### src/rtl/sqwave_pkg.sv
// ----------------------------------------------------------------------------
// sqwave_pkg
//   Shared definitions for the multi-channel square-wave generator.
//   - state_t    : per-channel FSM state (IDLE / HIGH / LOW)
//   - MODE_*     : encoding of the one-shot bit in a shadow word
//   - max_int    : helper used to size the per-channel down-counter
// ----------------------------------------------------------------------------
package sqwave_pkg;

   typedef enum logic [1:0] {
      ST_IDLE = 2'd0,
      ST_HIGH = 2'd1,
      ST_LOW  = 2'd2
   } state_t;

   localparam logic MODE_CONT    = 1'b0;
   localparam logic MODE_ONESHOT = 1'b1;

   function automatic int max_int(input int a, input int b);
      return (a > b) ? a : b;
   endfunction

endpackage

### src/rtl/sqwave_chan.sv
// ----------------------------------------------------------------------------
// sqwave_chan
//   One square-wave channel: shadow word, active word, IDLE/HIGH/LOW FSM and
//   a down-counter. New durations sit in the shadow word until a period
//   boundary copies them into the active word, so the output never glitches.
//
//   Ports
//     clk, reset      : clock, synchronous active-high reset
//     en              : level-sensitive run enable
//     wr              : shadow write strobe (already decoded for this channel)
//     wr_rise/wr_fall : high/low durations in clk cycles
//     wr_oneshot      : MODE_ONESHOT or MODE_CONT
//     clk_out         : registered square-wave output
//     period_done     : registered pulse on the last cycle of a period
//     state           : current FSM state (also used by the top for busy)
//
//   Handshake: wr is a valid-only strobe with no ready; a write is accepted on
//   every edge at which it is high, and the last write before a boundary wins.
// ----------------------------------------------------------------------------
module sqwave_chan
   import sqwave_pkg::*;
#(
   parameter int RISE_W = 16,
   parameter int FALL_W = 10
) (
   input  logic              clk,
   input  logic              reset,
   input  logic              en,
   input  logic              wr,
   input  logic [RISE_W-1:0] wr_rise,
   input  logic [FALL_W-1:0] wr_fall,
   input  logic              wr_oneshot,
   output logic              clk_out,
   output logic              period_done,
   output state_t            state
);

   localparam int CNT_W = max_int(RISE_W, FALL_W);

   typedef struct packed {
      logic [RISE_W-1:0] rise;
      logic [FALL_W-1:0] fall;
      logic              oneshot;
   } word_t;

   word_t            shadow, active, nxt_active;
   logic [CNT_W-1:0] cnt, nxt_cnt;
   state_t           nxt_state;
   state_t           sh_state;
   logic [CNT_W-1:0] sh_cnt;
   logic             lock, nxt_lock;
   logic             boundary;
   logic             nxt_done;

   // Where a period loaded from the shadow word starts. A zero rise skips
   // straight to LOW; an all-zero word means "do not run".
   always_comb begin
      sh_state = ST_IDLE;
      sh_cnt   = CNT_W'(shadow.fall) - CNT_W'(1);
      if (shadow.rise != '0) begin
         sh_state = ST_HIGH;
         sh_cnt   = CNT_W'(shadow.rise) - CNT_W'(1);
      end else if (shadow.fall != '0) begin
         sh_state = ST_LOW;
      end
   end

   // Last cycle of a period: end of LOW, or end of HIGH when there is no LOW.
   assign boundary = (cnt == '0) &&
                     ((state == ST_LOW) || (state == ST_HIGH && active.fall == '0));

   // lock holds off a one-shot restart until en has been seen low again.
   always_comb begin
      nxt_state  = state;
      nxt_cnt    = cnt;
      nxt_active = active;
      nxt_lock   = lock;
      if (!en) nxt_lock = 1'b0;
      case (state)
         ST_IDLE: begin
            if (en && sh_state != ST_IDLE &&
                (shadow.oneshot == MODE_CONT || !lock)) begin
               nxt_active = shadow;
               nxt_state  = sh_state;
               nxt_cnt    = sh_cnt;
            end
         end
         ST_HIGH, ST_LOW: begin
            if (!en) begin
               nxt_state = ST_IDLE;
            end else if (boundary) begin
               if (active.oneshot == MODE_ONESHOT) begin
                  nxt_state = ST_IDLE;
                  nxt_lock  = 1'b1;
               end else begin
                  // Pre-edge shadow; an all-zero shadow lands in IDLE.
                  nxt_active = shadow;
                  nxt_state  = sh_state;
                  nxt_cnt    = sh_cnt;
               end
            end else if (cnt == '0) begin
               nxt_state = ST_LOW;
               nxt_cnt   = CNT_W'(active.fall) - CNT_W'(1);
            end else begin
               nxt_cnt = cnt - CNT_W'(1);
            end
         end
         default: nxt_state = ST_IDLE;
      endcase
   end

   // Outputs are registered from the next state so they line up with it.
   assign nxt_done = (nxt_cnt == '0) &&
                     ((nxt_state == ST_LOW) ||
                      (nxt_state == ST_HIGH && nxt_active.fall == '0));

   always_ff @(posedge clk) begin
      if (reset) begin
         state       <= ST_IDLE;
         cnt         <= '0;
         shadow      <= '0;
         active      <= '0;
         lock        <= 1'b0;
         clk_out     <= 1'b0;
         period_done <= 1'b0;
      end else begin
         state       <= nxt_state;
         cnt         <= nxt_cnt;
         active      <= nxt_active;
         lock        <= nxt_lock;
         clk_out     <= (nxt_state == ST_HIGH);
         period_done <= nxt_done;
         if (wr) shadow <= '{rise: wr_rise, fall: wr_fall, oneshot: wr_oneshot};
      end
   end

endmodule

### src/rtl/sqwave_gen_multi.sv
// ----------------------------------------------------------------------------
// sqwave_gen_multi
//   NCH independent square-wave channels with double-buffered durations.
//
//   Ports
//     clk, reset    : clock, synchronous active-high reset
//     en[NCH]       : per-channel run enable
//     load_valid    : shadow write strobe (no backpressure)
//     load_ch       : channel addressed by the write; values >= NCH are ignored
//     load_rise     : high-phase cycles
//     load_fall     : low-phase cycles
//     load_oneshot  : 1 = one-shot, 0 = continuous
//     clk_out[NCH]  : registered square-wave outputs
//     period_done[NCH] : pulse on the last cycle of each completed period
//     busy[NCH]     : channel is in HIGH or LOW
// ----------------------------------------------------------------------------
module sqwave_gen_multi
   import sqwave_pkg::*;
#(
   parameter int NCH    = 4,
   parameter int RISE_W = 16,
   parameter int FALL_W = 10,
   localparam int CH_W  = (NCH > 1) ? $clog2(NCH) : 1
) (
   input  logic              clk,
   input  logic              reset,
   input  logic [NCH-1:0]    en,
   input  logic              load_valid,
   input  logic [CH_W-1:0]   load_ch,
   input  logic [RISE_W-1:0] load_rise,
   input  logic [FALL_W-1:0] load_fall,
   input  logic              load_oneshot,
   output logic [NCH-1:0]    clk_out,
   output logic [NCH-1:0]    period_done,
   output logic [NCH-1:0]    busy
);

   for (genvar gi = 0; gi < NCH; gi++) begin : g_ch
      logic   wr;
      state_t st;

      // Only indices 0..NCH-1 exist, so an out-of-range load_ch matches none.
      assign wr = load_valid && (load_ch == CH_W'(gi));

      sqwave_chan #(
         .RISE_W (RISE_W),
         .FALL_W (FALL_W)
      ) u_chan (
         .clk         (clk),
         .reset       (reset),
         .en          (en[gi]),
         .wr          (wr),
         .wr_rise     (load_rise),
         .wr_fall     (load_fall),
         .wr_oneshot  (load_oneshot),
         .clk_out     (clk_out[gi]),
         .period_done (period_done[gi]),
         .state       (st)
      );

      assign busy[gi] = (st != ST_IDLE);
   end

endmodule

### config.mk
export PLATFORM = sky130hd
export DESIGN_NAME = sqwave_gen_multi
export DESIGN_NICKNAME = d
export VERILOG_FILES = /design/src/rtl/sqwave_pkg.sv /design/src/rtl/sqwave_chan.sv /design/src/rtl/sqwave_gen_multi.sv
export SDC_FILE = /design/constraint.sdc
export NUM_CORES = 1
export LEC_CHECK = 0
export BUFFER_PORTS_ARGS = -buffer_cell sky130_fd_sc_hd__buf_2
export CORE_MARGIN = 3
export CORE_UTILIZATION = 55
export CTS_CLUSTER_DIAMETER = 30
export DETAILED_ROUTE_END_ITERATION = 12
export GPL_TIMING_DRIVEN = 0
export PLACE_DENSITY = 0.82
export REMOVE_ABC_BUFFERS = 1
export SKIP_CTS_REPAIR_TIMING = 1
export SLEW_MARGIN = 20
export SYNTH_ARGS = -nofsm -noshare
export SYNTH_HDL_FRONTEND = slang
export SYNTH_SLANG_ARGS = --single-unit
### constraint.sdc
create_clock -name clk -period 4.4 [get_ports clk]
set_clock_uncertainty 0.1 [all_clocks]
set_input_delay 0.22 -clock clk [delete_from_list [all_inputs] [get_ports clk]]
set_output_delay 0.22 -clock clk [all_outputs]
set_load 0.01 [all_outputs]
* Yosys cells after proc, flatten, opt, wreduce, memory -nomap -nowiden
Index checks and enable logic that the tools add are counted.
Word-level totals: register bits 236, input port bits 36, word-level logic and storage cells 284
Cells by class: add/subtract/negate cells 16, equality and inequality tests 31, mux-type cells 100, bitwise logic cells 4, reductions and logical operators 93
Operators with widths (number):
- two-way mux 16 bit | 24
- two-way mux 11 bit | 16
- logical NOT 16 bit | 8
- one-hot mux 16 bit (2 select lines) | 4
- subtractor 16 x 1 -> 16 bit (second input constant) | 8
- one-hot mux 11 bit (2 select lines) | 4
- subtractor 10 x 1 -> 11 bit (second input constant) | 8
- logical NOT 10 bit | 8
- nonzero test 16 bit | 4
- two-way mux 2 bit | 28
- nonzero test 10 bit | 4
- logical AND 1 bit | 28
- nonzero test 2 bit | 12
- equality test 2 bit (second input constant) | 10
- two-way mux 1 bit | 20
- equality test 2 x 1 -> 1 bit (second input constant) | 9
- inequality test 2 x 1 -> 1 bit (second input constant) | 8
- one-hot mux 2 bit (2 select lines) | 4
- AND reduction 4 bit | 4
- logical OR 1 bit | 12
- logical NOT 2 bit | 5
- inequality test 2 bit (second input constant) | 4
- OR reduction 2 bit | 4
- logical NOT 1 bit | 4
- NOT 1 bit | 4

* Longest topological paths before layout
word-level depth 12, gate-level depth with buffers 13, mapped depth without buffers 11

* By module
A second synthesis with hierarchy kept.
Unflattened totals: cells, all modules 2161, area total of the unflattened synthesis 17292.8 µm²
By module, submodules not included:
- sqwave_chan (g_ch[0].u_chan ...) | times used 2, cells each 538, area an instance 4302.9 µm², sequential area each 1181.1 µm²
- sqwave_chan (g_ch[2].u_chan) | times used 1, cells each 549, area an instance 4347.9 µm², sequential area each 1181.1 µm²
- sqwave_chan (g_ch[3].u_chan) | times used 1, cells each 528, area an instance 4276.6 µm², sequential area each 1181.1 µm²
- sqwave_gen_multi | times used 1, cells each 8, area an instance 62.6 µm², sequential area each 0.0 µm²

* Worst setup path after synthesis
Ideal clock, no wire load.
path type register to register, from register g_ch[1].u_chan.cnt[4], to register g_ch[1].u_chan.period_done, setup time 0.103 ns, data arrival time 2.855 ns, data required time 4.197 ns, setup slack 1.342 ns, stages on the path, launching flop included 12, path buffers 2, clock period less this slack 3.058 ns, path through dfxtp_1 or4_1 buf_2 or4_4 nor2_4 buf_6 o22ai_1 a222oi_1 nand4_1 nor4_2 nand4_1 a2111oi_2
On the way: longest elaborated chain between the ends 9, elaborated cells on any way between the ends 23, those cells by class 1 x add/sub; 2 x eq/ne; 13 x mux; 7 x reduce/logical
Ends and longest elaborated chain:
- start, declared | line sqwave_chan.sv:47 | logic [CNT_W-1:0] cnt, nxt_cnt;
- start signal, assigned | line sqwave_chan.sv:128 | cnt <= nxt_cnt;
- parallel branches: the longest is 8 deep, another holds subtractor 16 x 1 -> 16 bit
- logical AND 1 bit (*) | line sqwave_chan.sv:113 | assign nxt_done = (nxt_cnt == '0) &&
- end signal, assigned | line sqwave_chan.sv:132 | period_done <= nxt_done;
- end, declared | line sqwave_chan.sv:34 | output logic period_done,
Every way passes the cells marked *. The select of a mux whose other input is x is not followed. A chain may end at the register's enable or synchronous reset.

* Worst setup path in the final report
from register g_ch[2].u_chan.shadow[11] (netlist name), to register g_ch[2].u_chan.period_done
On the way: longest elaborated chain between the ends 11, elaborated cells on any way between the ends 26, those cells by class 1 x add/sub; 2 x eq/ne; 14 x mux; 9 x reduce/logical
Ends and longest elaborated chain:
- start, declared | line sqwave_chan.sv:46 | word_t shadow, active, nxt_active;
- start signal, assigned | line sqwave_chan.sv:133 | if (wr) shadow <= '{rise: wr_rise, fall: wr_fall, oneshot: wr_oneshot};
- parallel branches: the longest is 10 deep, another holds subtractor 16 x 1 -> 16 bit
- logical AND 1 bit (*) | line sqwave_chan.sv:113
- end signal, assigned | line sqwave_chan.sv:132
- end, declared | line sqwave_chan.sv:34
Marks and branches as above.

==> metrics.md <==
| Metric | Value |
|---|---|
| Status | `finished with violations` |
| Failing checks | `hold timing` |
| Fmax | `0.243 GHz` |
| Top-level port count | `48` |
| Synth warn | `0` |
| Ys flop type | `dfxtp_1` |
| Diodes inserted | `0` |
| Final core utilization | `65.4%` |
| Core region area | `0.0280 mm²` |
| CP Max Fanout | `14` |
| Most common cell after layout, fill and taps aside | `nand2_1` |
| Data required time of the worst path | `between 4 and 5 ns` |
| EDFF count, synth | `0` |
| Yosys cell types | `89` |
| Peak VDD IR | `0.371 mV` |
| Num CTS Buffers | `54` |
| Crit-path slowest cell | `or4b_2` |
| Final instance area | `0.0183 mm²` |
| Initial Util | `56.3%` |
| Leak | `0.00708 µW` |
| GR Overflow Total | `0` |
| Clock sink count | `236` |
| Vias in the first global route | `between 15,000 and 20,000` |
| Pwr dens | `around 560 mW/mm²` |
| Placed Area | `0.0160 mm²` |
| Worst Max-Slew Pin Slew | `1.13 ns` |
| First-pass GRT wire length | `80,200 µm` |
| Crit path cell chain | `inv_1 > ha_1 > or4b_2 > nor4_4 > a21oi_2 > nor2_2 > nor2_1 > a222oi_1 > nand2_1 > a2111oi_0 > and3_1` |
| FP Rows | `61` |
| Horiz. Die Dim | `~180 µm` |
| Sequential share of the synthesized area | `29.9%` |
| DR DRC count | `0` |
| Mapped Cells | `2,153` |
| Area Growth Syn to Fin | `16.1%` |
| Die Ht | `175 µm` |
| Routed vias | `17,054` |
| Most frequent cells in the layout | `352 x nand2_1, 236 x dfxtp_1, 213 x nor2_1, 206 x a21oi_1, 87 x o21ai_0` |
| Post-route ant nets | `0` |
| Avg Cell Area, Syn | `7.33 µm²` |
| CTS root buffer | `clkbuf_16` |
| Layout cells sized above 1 | `a little under a tenth` |
| Gr usage total | `31.2%` |
| Hold Violations, Final | `2` |
| WL per Instance | `19.4 µm` |
| Final net count | `2,248` |
| Final min period | `4.11 ns` |
| Max_slew headroom | `23.9%` |
| Arrival time worst endpoint | `4.51 ns` |
| Final Setup Violations | `0` |
| Clock transition at path regs | `0.05 ns` |
| Port-buffer cells | `47` |
| Pin count of the biggest net entering global routing | `129` |
| Hpwl dp | `34,900 µm` |
| CP max stage delay | `0.63 ns` |
| Startpoint types | `flop` |
| DRT Pass-1 Iters | `7` |
| Pins Over Slew Limit | `0` |
| Post-Synthesis Cell Area | `0.0158 mm²` |
| Async SR Flop Fraction | `0%` |
| Routability-driven placement congestion ratio | `0.961` |
| Crit Path Class | `flop to flop` |
| Max-Cap Viols | `0` |
| Vias per cell | `6.58` |
| Kind of end point of the critical path | `flop` |
| Die ar. | `0.0308 mm²` |
| Htree depth | `2` |
| Yosys reg bits | `236` |
| Detailed Route Iter0 Violations | `roughly 2,400` |
| Worst hold path type | `input pin to flop` |
| Antenna violations before repair | `0` |
| Clock Path Buffers | `3` |
| Fin crit share | `about 93%` |
| Post-Route WL | `50,200 µm` |
| Unrepaired setup endpoints after global routing | `no` |
| WHS | `-0.00294 ns` |
| CTS tree | `done` |
| Clock latency on the worst-skew pair | `0.58 ns` |
==> worst max-delay path, delay by kind of cell, from the launching register on <==
| kind | cells | cell delay (ns) |
|---|---|---|
| compound gates | 3 | 1.28 |
| fa+ha+maj | 1 | 0.17 |
| flops | 1 | 0.35 |
| simple gates | 6 | 2.02 |
| buf+inv | 1 | 0.10 |
==> flip-flops by register name (all words and copies together), names as in the netlist <==
signal / flops
g_ch.u_chan.shadow: 108
g_ch.u_chan.cnt: 64
g_ch.u_chan.active: 44
g_ch.u_chan.state: 8
g_ch.u_chan.clk_out: 4
g_ch.u_chan.lock: 4
g_ch.u_chan.period_done: 4
==> final timing paths <==
path                                                        startpoint                                     end  slack (ns)  cells after the start
worst min register to register  g_ch[1].u_chan.shadow[12]$_SDFFE_PP0P_  g_ch[1].u_chan.shadow[12]$_SDFFE_PP0P_        0.39                      2
worst max-delay path            g_ch[2].u_chan.shadow[11]$_SDFFE_PP0P_   g_ch[2].u_chan.period_done$_SDFF_PP0_        0.29                     11
worst max register to register  g_ch[2].u_chan.shadow[11]$_SDFFE_PP0P_   g_ch[2].u_chan.period_done$_SDFF_PP0_        0.29                     11
worst min-delay path                                        load_ch[1]   g_ch[0].u_chan.shadow[6]$_SDFFE_PP0P_      -0.003                      4
==> layer usage <==
metal | vias to the layer above | GRT usage [%] | routed length (µm)
li1 | 7874 | - | -
met5 | - | 0 | 0
met3 | 188 | 6.94 | 5590
met1 | 7990 | 42.1 | 20500
met4 | 0 | 13.0 | 2020
met2 | 1002 | 48.4 | 22200
==> cells in the mapped netlist, types with 10 or more instances <==
| library cell | number | area, µm² |
|---|---|---|
| a221oi_1 | 11 | 96.3 |
| ha_1 | 44 | 551 |
| or2_2 | 10 | 62.6 |
| a31oi_1 | 17 | 106 |
| nand3_1 | 46 | 230 |
| o31ai_1 | 22 | 165 |
| o21ai_0 | 87 | 435 |
| nand4_1 | 31 | 194 |
| clkbuf_1 | 107 | 402 |
| o21a_1 | 11 | 82.6 |
| or3_1 | 19 | 119 |
| mux2i_1 | 15 | 150 |
| dfxtp_1 | 236 | 4720 |
| xor2_1 | 55 | 482 |
| nor3_1 | 73 | 365 |
| and2_1 | 31 | 194 |
| a21oi_1 | 207 | 1040 |
| a21o_1 | 11 | 82.6 |
| or4_1 | 26 | 195 |
| nor2_1 | 216 | 811 |
| a211oi_1 | 22 | 165 |
| nor4_1 | 57 | 357 |
| o22ai_1 | 13 | 81.3 |
| inv_1 | 66 | 248 |
| a22oi_1 | 44 | 330 |
| o211ai_1 | 12 | 90.1 |
| nand2b_1 | 11 | 68.8 |
| xnor2_1 | 62 | 543 |
| and3_1 | 18 | 113 |
| nor3b_1 | 17 | 128 |
| nand2_1 | 352 | 1320 |
==> per-stage QoR <==
step	TNS [ns]	power (µW)	setup WS, ns	hold slack, ns	cells
final	0	10200	0.293	-0.00294	2590
after global routing	0	10700	0.121	0.00729	2590
after CTS	0	10100	0.190	-0.164	2555
after detailed placement	0	5880	0.237	0.380	2455
after global placement	-30.55	5810	-1.22	0.371	2451
after floorplan	0	4990	1.27	0.189	2026
==> logic make-up after synthesis <==
kind of cell / count (synthesis) / synth area share, %
AND/OR/NAND/NOR: 968 / 29.9
AO/OA/AOI/OAI: 578 / 24.2
flip-flops: 236 / 29.9
buffers and inverters: 194 / 4.95
XOR/XNOR: 117 / 6.49
adder cells (fa/ha/maj): 44 / 3.49
multiplexers: 16 / 1.02
==> power breakdown <==
part / switching, µW / leakage, µW / internal (µW)
registers: 289 / 0.00192 / 2340
clock network: 1350 / 0.000917 / 2820
logic: 2170 / 0.00424 / 1250
==> final cells by class <==
cell class,count,area [µm²]
clock buffers,66,1490
well taps,378,473
clock inverters,34,433
flip-flops and latches,236,4720
fillers,2369,9690
multi-input cells,1723,10300
inverters,67,251
repair buffers,86,643
(Power assumes the default switching activity.)
